## src/rtl/gpr_file_sb_if.sv

```systemverilog
// Bus between decode/writeback and the register file: write port, issue port,
// two read ports and the post-reset ready flag.
interface gpr_file_sb_if #(
  parameter int DATA_W = 16,
  parameter int ADDR_W = 3
);
  logic              ready;
  logic              wr_en;
  logic [ADDR_W-1:0] wr_addr;
  logic [DATA_W-1:0] wr_data;
  logic              iss_en;
  logic [ADDR_W-1:0] iss_addr;
  logic [ADDR_W-1:0] rd_addr1;
  logic [DATA_W-1:0] rd_data1;
  logic              rd_busy1;
  logic [ADDR_W-1:0] rd_addr2;
  logic [DATA_W-1:0] rd_data2;
  logic              rd_busy2;

  modport master (
    input  ready, rd_data1, rd_busy1, rd_data2, rd_busy2,
    output wr_en, wr_addr, wr_data, iss_en, iss_addr, rd_addr1, rd_addr2
  );

  modport slave (
    output ready, rd_data1, rd_busy1, rd_data2, rd_busy2,
    input  wr_en, wr_addr, wr_data, iss_en, iss_addr, rd_addr1, rd_addr2
  );
endinterface

```

## src/rtl/gpr_file_sb.sv

```systemverilog
// General-purpose register file with sequenced post-reset clear, optional
// hardwired-zero R0, optional write-to-read bypass and a per-register pending scoreboard.
module gpr_file_sb #(
  parameter int DATA_W   = 16,
  parameter int ADDR_W   = 3,
  parameter int ZERO_REG = 0,
  parameter int BYPASS   = 1
) (
  input logic           clk,
  input logic           rst,
  gpr_file_sb_if.slave  bus
);
  localparam int DEPTH = 1 << ADDR_W;
  localparam logic [ADDR_W-1:0] LAST = ADDR_W'(DEPTH - 1);

  typedef enum logic {CLEAR, RUN} state_t;

  state_t            state;
  logic [ADDR_W-1:0] cnt;
  logic              ready_q;
  logic [DATA_W-1:0] mem [DEPTH];
  logic [DEPTH-1:0]  pending;
  logic              wr_ok;
  logic              iss_ok;
  logic              active;

  assign wr_ok  = bus.wr_en  && !(ZERO_REG != 0 && bus.wr_addr  == '0);
  assign iss_ok = bus.iss_en && !(ZERO_REG != 0 && bus.iss_addr == '0);
  assign active = (state == RUN) && !rst;
  assign bus.ready = ready_q && !rst;

  always_ff @(posedge clk) begin
    if (rst) begin
      state   <= CLEAR;
      cnt     <= '0;
      ready_q <= 1'b0;
      pending <= '0;
    end else begin
      case (state)
        CLEAR: begin
          mem[cnt] <= '0;
          if (cnt == LAST) begin
            state   <= RUN;
            ready_q <= 1'b1;
          end else begin
            cnt <= cnt + 1'b1;
          end
        end
        RUN: begin
          if (wr_ok) mem[bus.wr_addr] <= bus.wr_data;
          // An issue in the same cycle as the write keeps the register pending.
          for (int r = 0; r < DEPTH; r++) begin
            if (iss_ok && bus.iss_addr == ADDR_W'(r))
              pending[r] <= 1'b1;
            else if (wr_ok && bus.wr_addr == ADDR_W'(r))
              pending[r] <= 1'b0;
          end
        end
        default: state <= CLEAR;
      endcase
    end
  end

  // Returns {busy, data}; a forwarded value is never reported busy.
  function automatic logic [DATA_W:0] lookup(input logic [ADDR_W-1:0] a);
    logic [DATA_W:0] res;
    res = '0;
    if (active && !(ZERO_REG != 0 && a == '0)) begin
      if (BYPASS != 0 && bus.wr_en && bus.wr_addr == a)
        res = {1'b0, bus.wr_data};
      else
        res = {pending[a], mem[a]};
    end
    return res;
  endfunction

  always_comb begin
    {bus.rd_busy1, bus.rd_data1} = lookup(bus.rd_addr1);
    {bus.rd_busy2, bus.rd_data2} = lookup(bus.rd_addr2);
  end
endmodule

```

## src/flat_wrapper.sv

```systemverilog
// flat-port wrapper written by rule: the top's interface ports become plain ports
module gpr_file_sb_flat 
#(
  parameter int DATA_W   = 16,
  parameter int ADDR_W   = 3,
  parameter int ZERO_REG = 0,
  parameter int BYPASS   = 1
)
  (clk, rst, bus_ready, bus_rd_data1, bus_rd_busy1, bus_rd_data2, bus_rd_busy2, bus_wr_en, bus_wr_addr, bus_wr_data, bus_iss_en, bus_iss_addr, bus_rd_addr1, bus_rd_addr2);
  gpr_file_sb_if #(.DATA_W(DATA_W), .ADDR_W(ADDR_W)) bus_i ();
  input logic clk;
  input logic rst;
  output wire logic [$bits(bus_i.ready)-1:0] bus_ready;
  output wire logic [$bits(bus_i.rd_data1)-1:0] bus_rd_data1;
  output wire logic [$bits(bus_i.rd_busy1)-1:0] bus_rd_busy1;
  output wire logic [$bits(bus_i.rd_data2)-1:0] bus_rd_data2;
  output wire logic [$bits(bus_i.rd_busy2)-1:0] bus_rd_busy2;
  input wire logic [$bits(bus_i.wr_en)-1:0] bus_wr_en;
  input wire logic [$bits(bus_i.wr_addr)-1:0] bus_wr_addr;
  input wire logic [$bits(bus_i.wr_data)-1:0] bus_wr_data;
  input wire logic [$bits(bus_i.iss_en)-1:0] bus_iss_en;
  input wire logic [$bits(bus_i.iss_addr)-1:0] bus_iss_addr;
  input wire logic [$bits(bus_i.rd_addr1)-1:0] bus_rd_addr1;
  input wire logic [$bits(bus_i.rd_addr2)-1:0] bus_rd_addr2;
  assign bus_ready = bus_i.ready;
  assign bus_rd_data1 = bus_i.rd_data1;
  assign bus_rd_busy1 = bus_i.rd_busy1;
  assign bus_rd_data2 = bus_i.rd_data2;
  assign bus_rd_busy2 = bus_i.rd_busy2;
  assign bus_i.wr_en = bus_wr_en;
  assign bus_i.wr_addr = bus_wr_addr;
  assign bus_i.wr_data = bus_wr_data;
  assign bus_i.iss_en = bus_iss_en;
  assign bus_i.iss_addr = bus_iss_addr;
  assign bus_i.rd_addr1 = bus_rd_addr1;
  assign bus_i.rd_addr2 = bus_rd_addr2;
  gpr_file_sb #(.DATA_W(DATA_W), .ADDR_W(ADDR_W), .ZERO_REG(ZERO_REG), .BYPASS(BYPASS)) u_core (.clk(clk), .rst(rst), .bus(bus_i));
endmodule
```

## config.mk

```make
export PLATFORM = sky130hd
export DESIGN_NAME = gpr_file_sb_flat
export DESIGN_NICKNAME = d
export VERILOG_FILES = /design/src/rtl/gpr_file_sb_if.sv /design/src/rtl/gpr_file_sb.sv /design/src/flat_wrapper.sv
export SDC_FILE = /design/constraint.sdc
export NUM_CORES = 1
export LEC_CHECK = 0
export BUFFER_PORTS_ARGS = -buffer_cell sky130_fd_sc_hd__clkbuf_2
export CAP_MARGIN = 20
export CELL_PAD_IN_SITES_DETAIL_PLACEMENT = 0
export CELL_PAD_IN_SITES_GLOBAL_PLACEMENT = 1
export CORE_MARGIN = 3
export CORE_UTILIZATION = 40
export DETAILED_ROUTE_END_ITERATION = 8
export PLACE_DENSITY = 0.72
export SYNTH_ARGS = -nofsm -noshare
export SYNTH_HDL_FRONTEND = slang
export SYNTH_SLANG_ARGS = --single-unit
```

## constraint.sdc

```tcl
create_clock -name clk -period 2.7 [get_ports clk]
set_input_delay 0.54 -clock clk [delete_from_list [all_inputs] [get_ports clk]]
set_output_delay 0.54 -clock clk [all_outputs]
set_load 0.01 [all_outputs]
```

Yosys cells after proc, flatten, opt, wreduce, memory -nomap -nowiden
Memory sizes are Yosys's and may differ from the RTL's.
Index checks and enable logic that the tools add are counted.

storage, ports and cells
  register bits after elaboration = 13
  input bits = 32
  word-level logic and storage cells = 112
  output and inout port bits = 35
  bits in writable memories = 128
  memories = 1

memory list
  name        depth  bits a word  read ports  clocked after Yosys merged registers in  write ports  line               source
  u_core.mem  8      16           2           0                                        1            gpr_file_sb.sv:21  logic [DATA_W-1:0] mem [DEPTH];

cells by class
  $add $sub $neg = 1
  magnitude comparators = 2
  bitwise logic cells = 2
  eq/ne operators = 17
  reductions and logical operators = 42
  muxes and demuxes = 36

operator list
  cell                                                 count
  2-to-1 mux 17 bit                                    4
  2-to-1 mux 1 bit                                     28
  equality test 3 bit, second input constant           9
  logical AND 1 bit                                    20
  AND reduction 2 bit                                  10
  2-to-1 mux 16 bit                                    1
  nonzero test 2 bit                                   8
  OR reduction 16 bit                                  1
  equality test 3 x 2 -> 1 bit, second input constant  4
  < comparator 3 x 4 -> 1 bit, second input constant   2
  binary-select mux 1 bit (select 3 bit)               2
  equality test 3 x 1 -> 1 bit, second input constant  2
  equality test 3 bit                                  2
  zero test 3 bit                                      2
  adder 3 x 1 -> 3 bit, second input constant          1
  2-to-1 mux 3 bit                                     1
  NOT 1 bit                                            2
  zero test 1 bit                                      1

Longest topological paths before layout
Gate-level depths: netlist of the first run.

  depth in word-level cells = 6
  mapped depth = 7

Worst setup path before layout of the first run
No wires, ideal clock.

  path type = input to register
  from = input port rst
  to = memory u_core.mem[0][0] (enable)
  path buffers = 1
  library setup time = 388 ps
  arrival = 2004 ps
  slack = 307 ps
  stages on the path = 4
  required time = 2312 ps
  path through = buf_2 -> nand3b_1 -> mux2_2 -> nor2_1

on the way
  cells in the longest elaborated chain, start to end = 4
  elaborated cells between the ends (all ways) = 7

ends and longest elaborated chain
  what                                                                   line                source
  start: declaration                                                     flat_wrapper.sv:12  input logic rst;
  2-to-1 mux 1 bit                                                       gpr_file_sb.sv:33   if (rst) begin
  2-to-1 mux 1 bit (implied by the code)                                 gpr_file_sb.sv:50   if (wr_ok) mem[bus.wr_addr] <= bus.wr_data;
  OR reduction 16 bit (no line)                                          --
  2-to-1 mux 3 bit (no line) / 2-to-1 mux 1 bit (equally long branches)  --
  end: declaration                                                       gpr_file_sb.sv:21

Parallel ways exist; a longest one is shown, timed or not.

Worst setup path after layout of the first run
  from = input port bus_rd_addr2[0]
  to = output port bus_rd_data2[14]

on the way
  cells in the longest elaborated chain, start to end = 4
  elaborated cells between the ends (all ways) = 5

ends and longest elaborated chain
  what                                                         line                source
  start: declaration                                           flat_wrapper.sv:24  input wire logic [$bits(bus_i.rd_addr2)-1:0] bus_rd_addr2;
  branches (longest 2 deep; another with memory (8 x 16 bit))  --
  2-to-1 mux 17 bit *                                          gpr_file_sb.sv:69   if (BYPASS != 0 && bus.wr_en && bus.wr_addr == a)
  2-to-1 mux 17 bit *                                          gpr_file_sb.sv:68   if (active && !(ZERO_REG != 0 && a == '0)) begin
  end: declaration                                             flat_wrapper.sv:16  output wire logic [$bits(bus_i.rd_data2)-1:0] bus_rd_data2;

Mark *: on every way between the ends.

==> results of run 1 <==
worst max-delay path: stages:
cell and delay [ps]:
buf_2 220, buf_12 230, mux4_2 530, a21oi_1 260, a21oi_1 110, clkbuf_2 130
routing by layer:
layer  wire length (um)  track usage, %
met1               7990            26.1
met2               9700            33.9
met5                  9               0
met3               1140            3.99
met4                484            8.47
power breakdown:
group	leakage (nW)	switching (mW)	internal [mW]	total (mW)
Combinational	1.55	0.286	0.221	0.507
Clock	0.271	0.936	1.37	2.30
Sequential	1.20	0.0377	2.43	2.47
kinds of logic (layout without fill, tap and decap cells):
kind of cell,count (synthesis),count (layout),share of synthesized area [%]
AOI/OAI and AO/OA,147,147,10.8
DFF,141,141,57.1
muxes,106,106,21.7
and+or+nand+nor,70,70,5.05
buffers and inverters,45,132,4.09
xor gates and xnor gates,7,7,0.854
adders and majority gates,2,2,0.348
cells in the final DEF (no fill, tap or decap), types with 12 or more instances in the layout:
cell | netlist | layout
o21ai_0 | 40 | 40
mux2i_1 | 66 | 66
clkbuf_2 | 0 | 65
nand2_1 | 16 | 16
o22ai_1 | 30 | 30
buf_4 | 3 | 19
and3_1 | 17 | 17
dfxtp_1 | 13 | 12
nor2_1 | 17 | 16
mux4_2 | 33 | 33
buf_12 | 2 | 14
clkbuf_16 | 0 | 17
a21oi_1 | 75 | 75
edfxtp_1 | 128 | 128
registers in the layout (all words and copies together), names as in the netlist:
| register | cells |
|---|---|
| u_core.pending | 8 |
| u_core.cnt | 3 |
| u_core.mem | 128 |
| u_core.state | 1 |
| u_core.ready_q | 1 |
through the flow:
step / std cells / util (%) / hold WS (ps) / power (mW)
floorplan: 518 / - / 429 / 2.83
global placement: 798 / 45.5 / 441 / 3.01
detailed placement: 798 / 45.5 / 459 / 3.02
CTS: 830 / 48.9 / 389 / 5.31
global route: 830 / 48.9 / 423 / 5.45
finish: 830 / 48.9 / 408 / 5.28
area by class of cell:
class | instances | area, um^2 | share of cell area (%)
clock buffers | 17 | 425 | 4.99
clock inverters | 15 | 163 | 1.91
inverters | 1 | 3.75 | 0.0441
multi-input cells | 332 | 2790 | 32.7
flip-flops and latches | 141 | 4110 | 48.2
well taps | 225 | 282 | 3.30
repair buffers | 99 | 753 | 8.84
worst max path at each step:
stage | start | to | slack (ps) | cells after the start
after floorplan | rst | u_core.mem[0][0] | 310 | 4
after global placement | bus_rd_addr1[1] | bus_rd_data1[13] | 160 | 8
after detailed placement | bus_rd_addr2[0] | bus_rd_data2[14] | 150 | 6
after CTS | bus_rd_addr2[0] | bus_rd_data2[14] | 130 | 6
after global routing | bus_rd_addr1[1] | bus_rd_data1[9] | 40 | 8
final | bus_rd_addr2[0] | bus_rd_data2[14] | 130 | 6
==> impl_metrics.yaml, run 1 <==
synthesis:
  synth_ff_type: "edfxtp_1"
  synth_area_leaders: "edfxtp_1 (54%), mux4_2 (10%), mux2i_1 (9.2%)"
  syn_nets: 552
  ys_async_sr_fraction_pct: 0
  synth_edf_count: 128
  yosysMostFrequentCell: "edfxtp_1"
  synth_area_leader_cell: "edfxtp_1"
  synthTopCellsByCount: "edfxtp_1 (128), a21oi_1 (75), mux2i_1 (66), o21ai_0 (40), mux4_2 (33)"
  ys_seq_area_share_pct: 57.1
  syn-cell-area_mm2: 0.00718
  synth_top_area_share_pct: 53.5
  ys_warn_count: 0
  synth.avg_cell_area_um2: 13.9
  ys_ff_latch: 141
  synth_cell_types: 30
  syn_inst: 518
place:
  placed_cell_area_mm2: 0.00793
  dpl.hpwl_mm: 12.5
  pre_cts_slack_ps: 146
  place.gp.congestion: 0.878
  portBuffers: 66
worst_setup_path:
  worstSetupPathType: "in -> out"
  cp_max_fo: 19
  cp.arrival_ps: 2030
  worstSetupEndpointType: "primary output"
  crit_path_start_kind: "primary input"
  reg2reg_depth: 5
  reg2reg_from: "u_core.state"
  r2r_slack_ps: 910
  required_ps: 2160
  r2r_end: "u_core.mem[7][13]"
routing:
  vias_per_cell: 5.90
  wirelength_mm: 19.3
  avgRoutedWirePerCell_um: 23.3
  first_iter_violations: 295
  vias: 4898
  final_antenna_net_count: 0
  firstDrtPassIters: 5
  drc_errors: 0
min_path:
  hold_depth: 3
  min-delay-start: "bus_iss_addr[1]"
  hold_path_end: "u_core.pending[7]"
  hold_class: "in -> reg"
cells_and_area:
  fillCellCount: 1488
  final_area_mm2: 0.00852
  nets: 626
  syn2layout_area_growth_pct: 18.6
  drive_above_1_share_pct: 28.3
  antennaDiodeCount: 0
power:
  p_leak_nw: 3.03
  peakVddDrop_mv: 0.430
  powerDensity_mw_per_mm2: 620
global_route:
  grtUsageTotal_pct: 20.3
  antenna_found_initial: 1
  grt_pass1_wl_mm: 29.7
  grt_pass1_vias: 5060
  grt_max_degree: 51
  grt_overflow: 0
floorplan:
  die-area_mm2: 0.0196
  fp.dieH_um: 140
  rows: 48
  ios: 67
  initial_core_util_pct: 41.2
  die_w_um: 140
  core-area_mm2: 0.0174
clock_tree:
  cts-root-buf: "clkbuf_16"
  clock_latency_ps: 430
  cts_resized: 0
  cts_buffers: 17
  clk_pin_slew_ps: 60
  clock_path_buffers: 2
  cts_setup_buffers: 0
  cts_tree: "yes"
  cts_sinks: 141
  ctsHoldBuffers: 0
  htree_num_levels: 4
timing:
  relSlewSlack_pct: 69.8
  max_slew.worst_pin.slew_ps: 453
  rsz0062_at_grt: "no"
  hold_viol: 0
  fmax_ghz: 0.389
  layout_min_cycle_time_ps: 2570
  clock_skew_ps: 5.01
  slew_violations: 0
  setup_tns_ps: 0
  fin_ws_ps: 129
  period_share_pct: 95.2
  final-setup-viol-count: 0
flow_run:
  drv_cap: 0
status:
  outcome: "finished clean"
Note: power is estimated with default switching activity, not from simulation.
==> run 2: changes to the inputs <==
==> constraint.sdc (replaced) <==
create_clock -name clk -period 2.7 [get_ports clk]
set_input_delay 0.27 -clock clk [delete_from_list [all_inputs] [get_ports clk]]
set_output_delay 0.27 -clock clk [all_outputs]
set_load 0.01 [all_outputs]
==> impl_metrics.yaml, run 2 (synthesized netlist as in run 1, its figures left out) <==
status:
  outcome: "finished clean"
timing:
  clock_skew_ps: 7.68
  max_slew.worst_pin.slew_ps: 531
  setup_tns_ps: 0
  final-setup-viol-count: 0
  rsz0062_at_grt: "no"
  relSlewSlack_pct: 64.6
  fmax_ghz: 0.395
  period_share_pct: 93.8
  slew_violations: 0
  hold_viol: 0
  layout_min_cycle_time_ps: 2530
routing:
  vias_per_cell: 5.92
  first_iter_violations: 507
  drc_errors: 0
  avgRoutedWirePerCell_um: 23.2
  final_antenna_net_count: 0
  wirelength_mm: 19.0
  vias: 4865
  firstDrtPassIters: 5
clock_tree:
  cts_sinks: 141
  clk_pin_slew_ps: 60
  clock_latency_ps: 420
  htree_num_levels: 4
  cts-root-buf: "clkbuf_16"
  clock_path_buffers: 2
  cts_resized: 0
  cts_tree: "yes"
  cts_setup_buffers: 0
  ctsHoldBuffers: 0
  cts_buffers: 17
cells_and_area:
  layout_commonest_cell: "edfxtp_1"
  final_core_util_pct: 47.6
  reg.largest.list: "u_core.mem (128), u_core.pending (8), u_core.cnt (3)"
  fillCellCount: 1555
  syn2layout_area_growth_pct: 15.5
  drive_above_1_share_pct: 25.6
  final_cell_mix: "edfxtp_1 (128), a21oi_1 (75), mux2i_1 (66)"
  largest_reg_flops: 128
  antennaDiodeCount: 0
  layout.cells.non_filler: 822
  regMostFlops: "u_core.mem"
  nets: 618
power:
  p_leak_nw: 2.95
  finalPower_mw: 5.04
  peakVddDrop_mv: 0.444
  powerDensity_mw_per_mm2: 607
worst_setup_path:
  worstSetupEndpointType: "primary output"
  cp.arrival_ps: 2260
  reg2reg_depth: 4
  reg2reg_from: "u_core.state"
  path_cells: "inv_1, nor2_4, buf_4, o21ai_0, a21oi_1, clkbuf_2"
  cp_max_fo: 21
  r2r_slack_ps: 720
  crit_path_start_kind: "register"
  critical_path.max_stage_delay_ps: 570
  r2r_end: "u_core.mem[1][11]"
  slowest_stage: "dfxtp_1"
  critPathBufInv: 3
  path_delay_family: "buffers and inverters"
  worstSetupPathType: "reg -> out"
  required_ps: 2430
place:
  place.gp.congestion: 0.850
  dpl.hpwl_mm: 12.1
  dp.cells: 790
  portBuffers: 66
min_path:
  hold_depth: 3
  hold_class: "in -> reg"
  min-delay-start: "bus_iss_addr[1]"
  hold_path_end: "u_core.pending[7]"
floorplan:
  core-area_mm2: 0.0174
  rows: 48
  fp.dieH_um: 140
  die_w_um: 140
  ios: 67
  initial_core_util_pct: 41.2
  die-area_mm2: 0.0196
flow_run:
  drv_cap: 0
global_route:
  grtUsageTotal_pct: 19.5
  grt_max_degree: 49
  grt_pass1_wl_mm: 28.7
  antenna_found_initial: 0
  grt_pass1_vias: 4869
  grt_overflow: 0
-- run 2: cell count changes in the layout (fill, tap and decap cells not counted), moves of 2 or more --
cell | before | now
buf_12 | 14 | 5
inv_6 | 4 | 0
clkinvlp_4 | 5 | 0
bufinv_16 | 2 | 0
clkbuf_8 | 0 | 3
clkbuf_1 | 0 | 10
clkinv_4 | 3 | 0
-- run 2: power breakdown --
| group | internal, mW | switching, mW |
|---|---|---|
| clock network | 1.30 | 0.788 |
| registers | 2.44 | 0.0366 |
| logic | 0.195 | 0.281 |
-- run 2: final cells by class --
class	count	area, um^2	area share (%)
multi-input combinational	332	2790	33.7
inverter	1	3.75	0.0452
sequential	141	4100	49.5
timing repair buffer	91	581	7.00
clock inverter	1	5.00	0.0603
clock buffer	31	529	6.38
tap	225	282	3.39
-- run 2: how the worst max path moves through the flow --
stage | end | cells past startpoint | slack [ps] | from
floorplan | u_core.mem[0][0] | 4 | 580 | rst
global placement | bus_rd_data2[3] | 6 | 510 | u_core.state
detailed placement | bus_rd_data2[2] | 6 | 540 | u_core.state
CTS | bus_rd_data2[2] | 6 | 80 | u_core.state
global route | bus_rd_data2[1] | 6 | 50 | u_core.state
finish | bus_rd_data2[3] | 6 | 170 | u_core.state
-- run 2: tightest hold or removal path, stage by stage --
cell and delay, ps:
clkbuf_2 120, nand3_1 80, a21oi_1 50
-- run 2: metrics by stage --
stage / hold slack [ps] / worst slack, ps / cell area [um^2]
floorplan: 418 / 577 / 7180
global placement: 441 / 510 / 7760
detailed placement: 457 / 538 / 7760
CTS: 146 / 77.9 / 8290
global route: 175 / 46.2 / 8300
finish: 157 / 168 / 8300
-- run 2: metal layers --
metal | GRT usage (%) | share of wire [%] | vias to the layer above
li1 | - | - | 2196
met1 | 25.4 | 43 | 2459
met2 | 32.2 | 50 | 182
met3 | 4.27 | 5.6 | 28
met4 | 7.24 | 1.9 | 0
met5 | 0 | 0 | -
==> run 3: changes to the inputs <==
CORE_UTILIZATION = 44   (was 40)
PLACE_DENSITY = 0.77   (was 0.72)
==> impl_metrics.yaml, run 3 (synthesized netlist as in run 1, its figures left out) <==
min_path:
  hold_path_end: "u_core.pending[7]"
  min-delay-start: "bus_iss_addr[1]"
  hold_depth: 3
  hold_class: "in -> reg"
power:
  peakVddDrop_mv: 0.455
  internal_power_mw: 4.00
  p_comb_share_pct: 9.0
  p_sw_share_pct: 23.6
  clkPwrFrac_pct: 43.8
  powerDensity_mw_per_mm2: 630
  switchingPower_mw: 1.23
  finalPower_mw: 5.23
  p_leak_nw: 2.95
  p_seq_share_pct: 47.2
cells_and_area:
  final_cell_mix: "edfxtp_1 (128), a21oi_1 (75), mux2i_1 (66)"
  largest_reg_flops: 128
  syn2layout_area_growth_pct: 15.7
  reg.largest.list: "u_core.mem (128), u_core.pending (8), u_core.cnt (3)"
  final_area_mm2: 0.00831
  layout_commonest_cell: "edfxtp_1"
  nets: 618
  drive_above_1_share_pct: 27.1
  antennaDiodeCount: 0
  regMostFlops: "u_core.mem"
clock_tree:
  cts_resized: 0
  ctsHoldBuffers: 0
  clock_path_buffers: 2
  cts_setup_buffers: 0
  cts_tree: "yes"
  cts-root-buf: "clkbuf_16"
  cts_buffers: 17
  clk_pin_slew_ps: 60
  cts_sinks: 141
  htree_num_levels: 4
  clock_latency_ps: 420
worst_setup_path:
  reg2reg_from: "u_core.state"
  worstSetupPathType: "reg -> out"
  path_depth: 6
  critPathBufInv: 3
  cp_max_fo: 50
  critical_path.max_stage_delay_ps: 540
  path_cells: "inv_1, nor2_2, buf_12, o21ai_0, a21oi_1, clkbuf_2"
  crit_path_start_kind: "register"
  slowest_stage: "dfxtp_1"
  reg2reg_depth: 4
  path_delay_family: "flip-flops"
  r2r_end: "u_core.mem[2][7]"
  cp.arrival_ps: 1970
  r2r_slack_ps: 670
  worstSetupEndpointType: "primary output"
  required_ps: 2430
place:
  place.gp.congestion: 0.826
  dpl.hpwl_mm: 11.3
  portBuffers: 66
  placed_cell_area_mm2: 0.00772
timing:
  hold_viol: 0
  clock_skew_ps: 7.95
  timing.hold.ws_ps: 154
  slew_violations: 0
  setup_tns_ps: 0
  relSlewSlack_pct: 59.3
  layout_min_cycle_time_ps: 2240
  final-setup-viol-count: 0
  period_share_pct: 83.1
  rsz0062_at_grt: "no"
  fmax_ghz: 0.445
  max_slew.worst_pin.slew_ps: 610
global_route:
  grt_max_degree: 51
  antenna_found_initial: 0
  grt_overflow: 0
  grt_pass1_wl_mm: 28.5
  grt_pass1_vias: 5025
  grtUsageTotal_pct: 21.2
flow_run:
  drv_cap: 0
routing:
  avgRoutedWirePerCell_um: 22.8
  final_antenna_net_count: 0
  wirelength_mm: 18.5
  drc_errors: 0
  firstDrtPassIters: 6
  first_iter_violations: 492
  vias_per_cell: 6.05
  vias: 4919
status:
  outcome: "finished clean"
floorplan:
  fp.dieH_um: 134
  die-area_mm2: 0.0179
  core-area_mm2: 0.0159
  initial_core_util_pct: 45.1
  die_w_um: 134
  ios: 67
  rows: 46
## run 3: worst max path at each step
stage | slack, ps | start | to
finish | 460 | u_core.state | bus_rd_data1[15]
global route | 250 | u_core.state | bus_rd_data2[2]
CTS | 430 | u_core.state | bus_rd_data1[15]
detailed placement | 480 | bus_rd_addr1[1] | bus_rd_data1[2]
global placement | 440 | bus_rd_addr1[1] | bus_rd_data1[2]
floorplan | 580 | rst | u_core.mem[0][0]
## run 3: area by class of cell
| type | instances | area [um^2] |
|---|---|---|
| Timing Repair Buffer | 91 | 556 |
| Clock inverter | 15 | 165 |
| Tap cell | 216 | 270 |
| Clock buffer | 17 | 425 |
| Sequential cell | 141 | 4100 |
| Multi-Input combinational cell | 332 | 2790 |
| Fill cell | 1323 | 7630 |
| Inverter | 1 | 3.75 |
## run 3: through the flow
step / worst slack (ps) / utilization (%) / instances
final: 455 / 52.1 / 813
after global routing: 250 / 52.1 / 813
after CTS: 427 / 52.1 / 813
after detailed placement: 483 / 48.4 / 781
after global placement: 443 / 48.4 / 781
after floorplan: 577 / - / 518
## run 3: power by group through the flow
stage / clock network (mW) / logic, mW / registers (mW)
after detailed placement: 0 / 0.468 / 2.51
after global placement: 0 / 0.460 / 2.51
after global routing: 2.42 / 0.504 / 2.48
after CTS: 2.32 / 0.469 / 2.47
final: 2.29 / 0.469 / 2.47
after floorplan: 0 / 0.327 / 2.50
## run 3: per-layer routing
layer	track usage [%]	up-vias	wire length [um]
met5	0	-	0
met4	7.20	0	433
met3	4.73	39	1300
met2	35.9	220	9250
met1	27.2	2460	7540
li1	-	2200	-
## run 3: worst reg2reg max path: cells and delay by family (launching register included)
family | cells | cell delay (ps)
buf+inv | 1 | 330
simple gates | 2 | 450
mux | 1 | 370
flops | 1 | 540
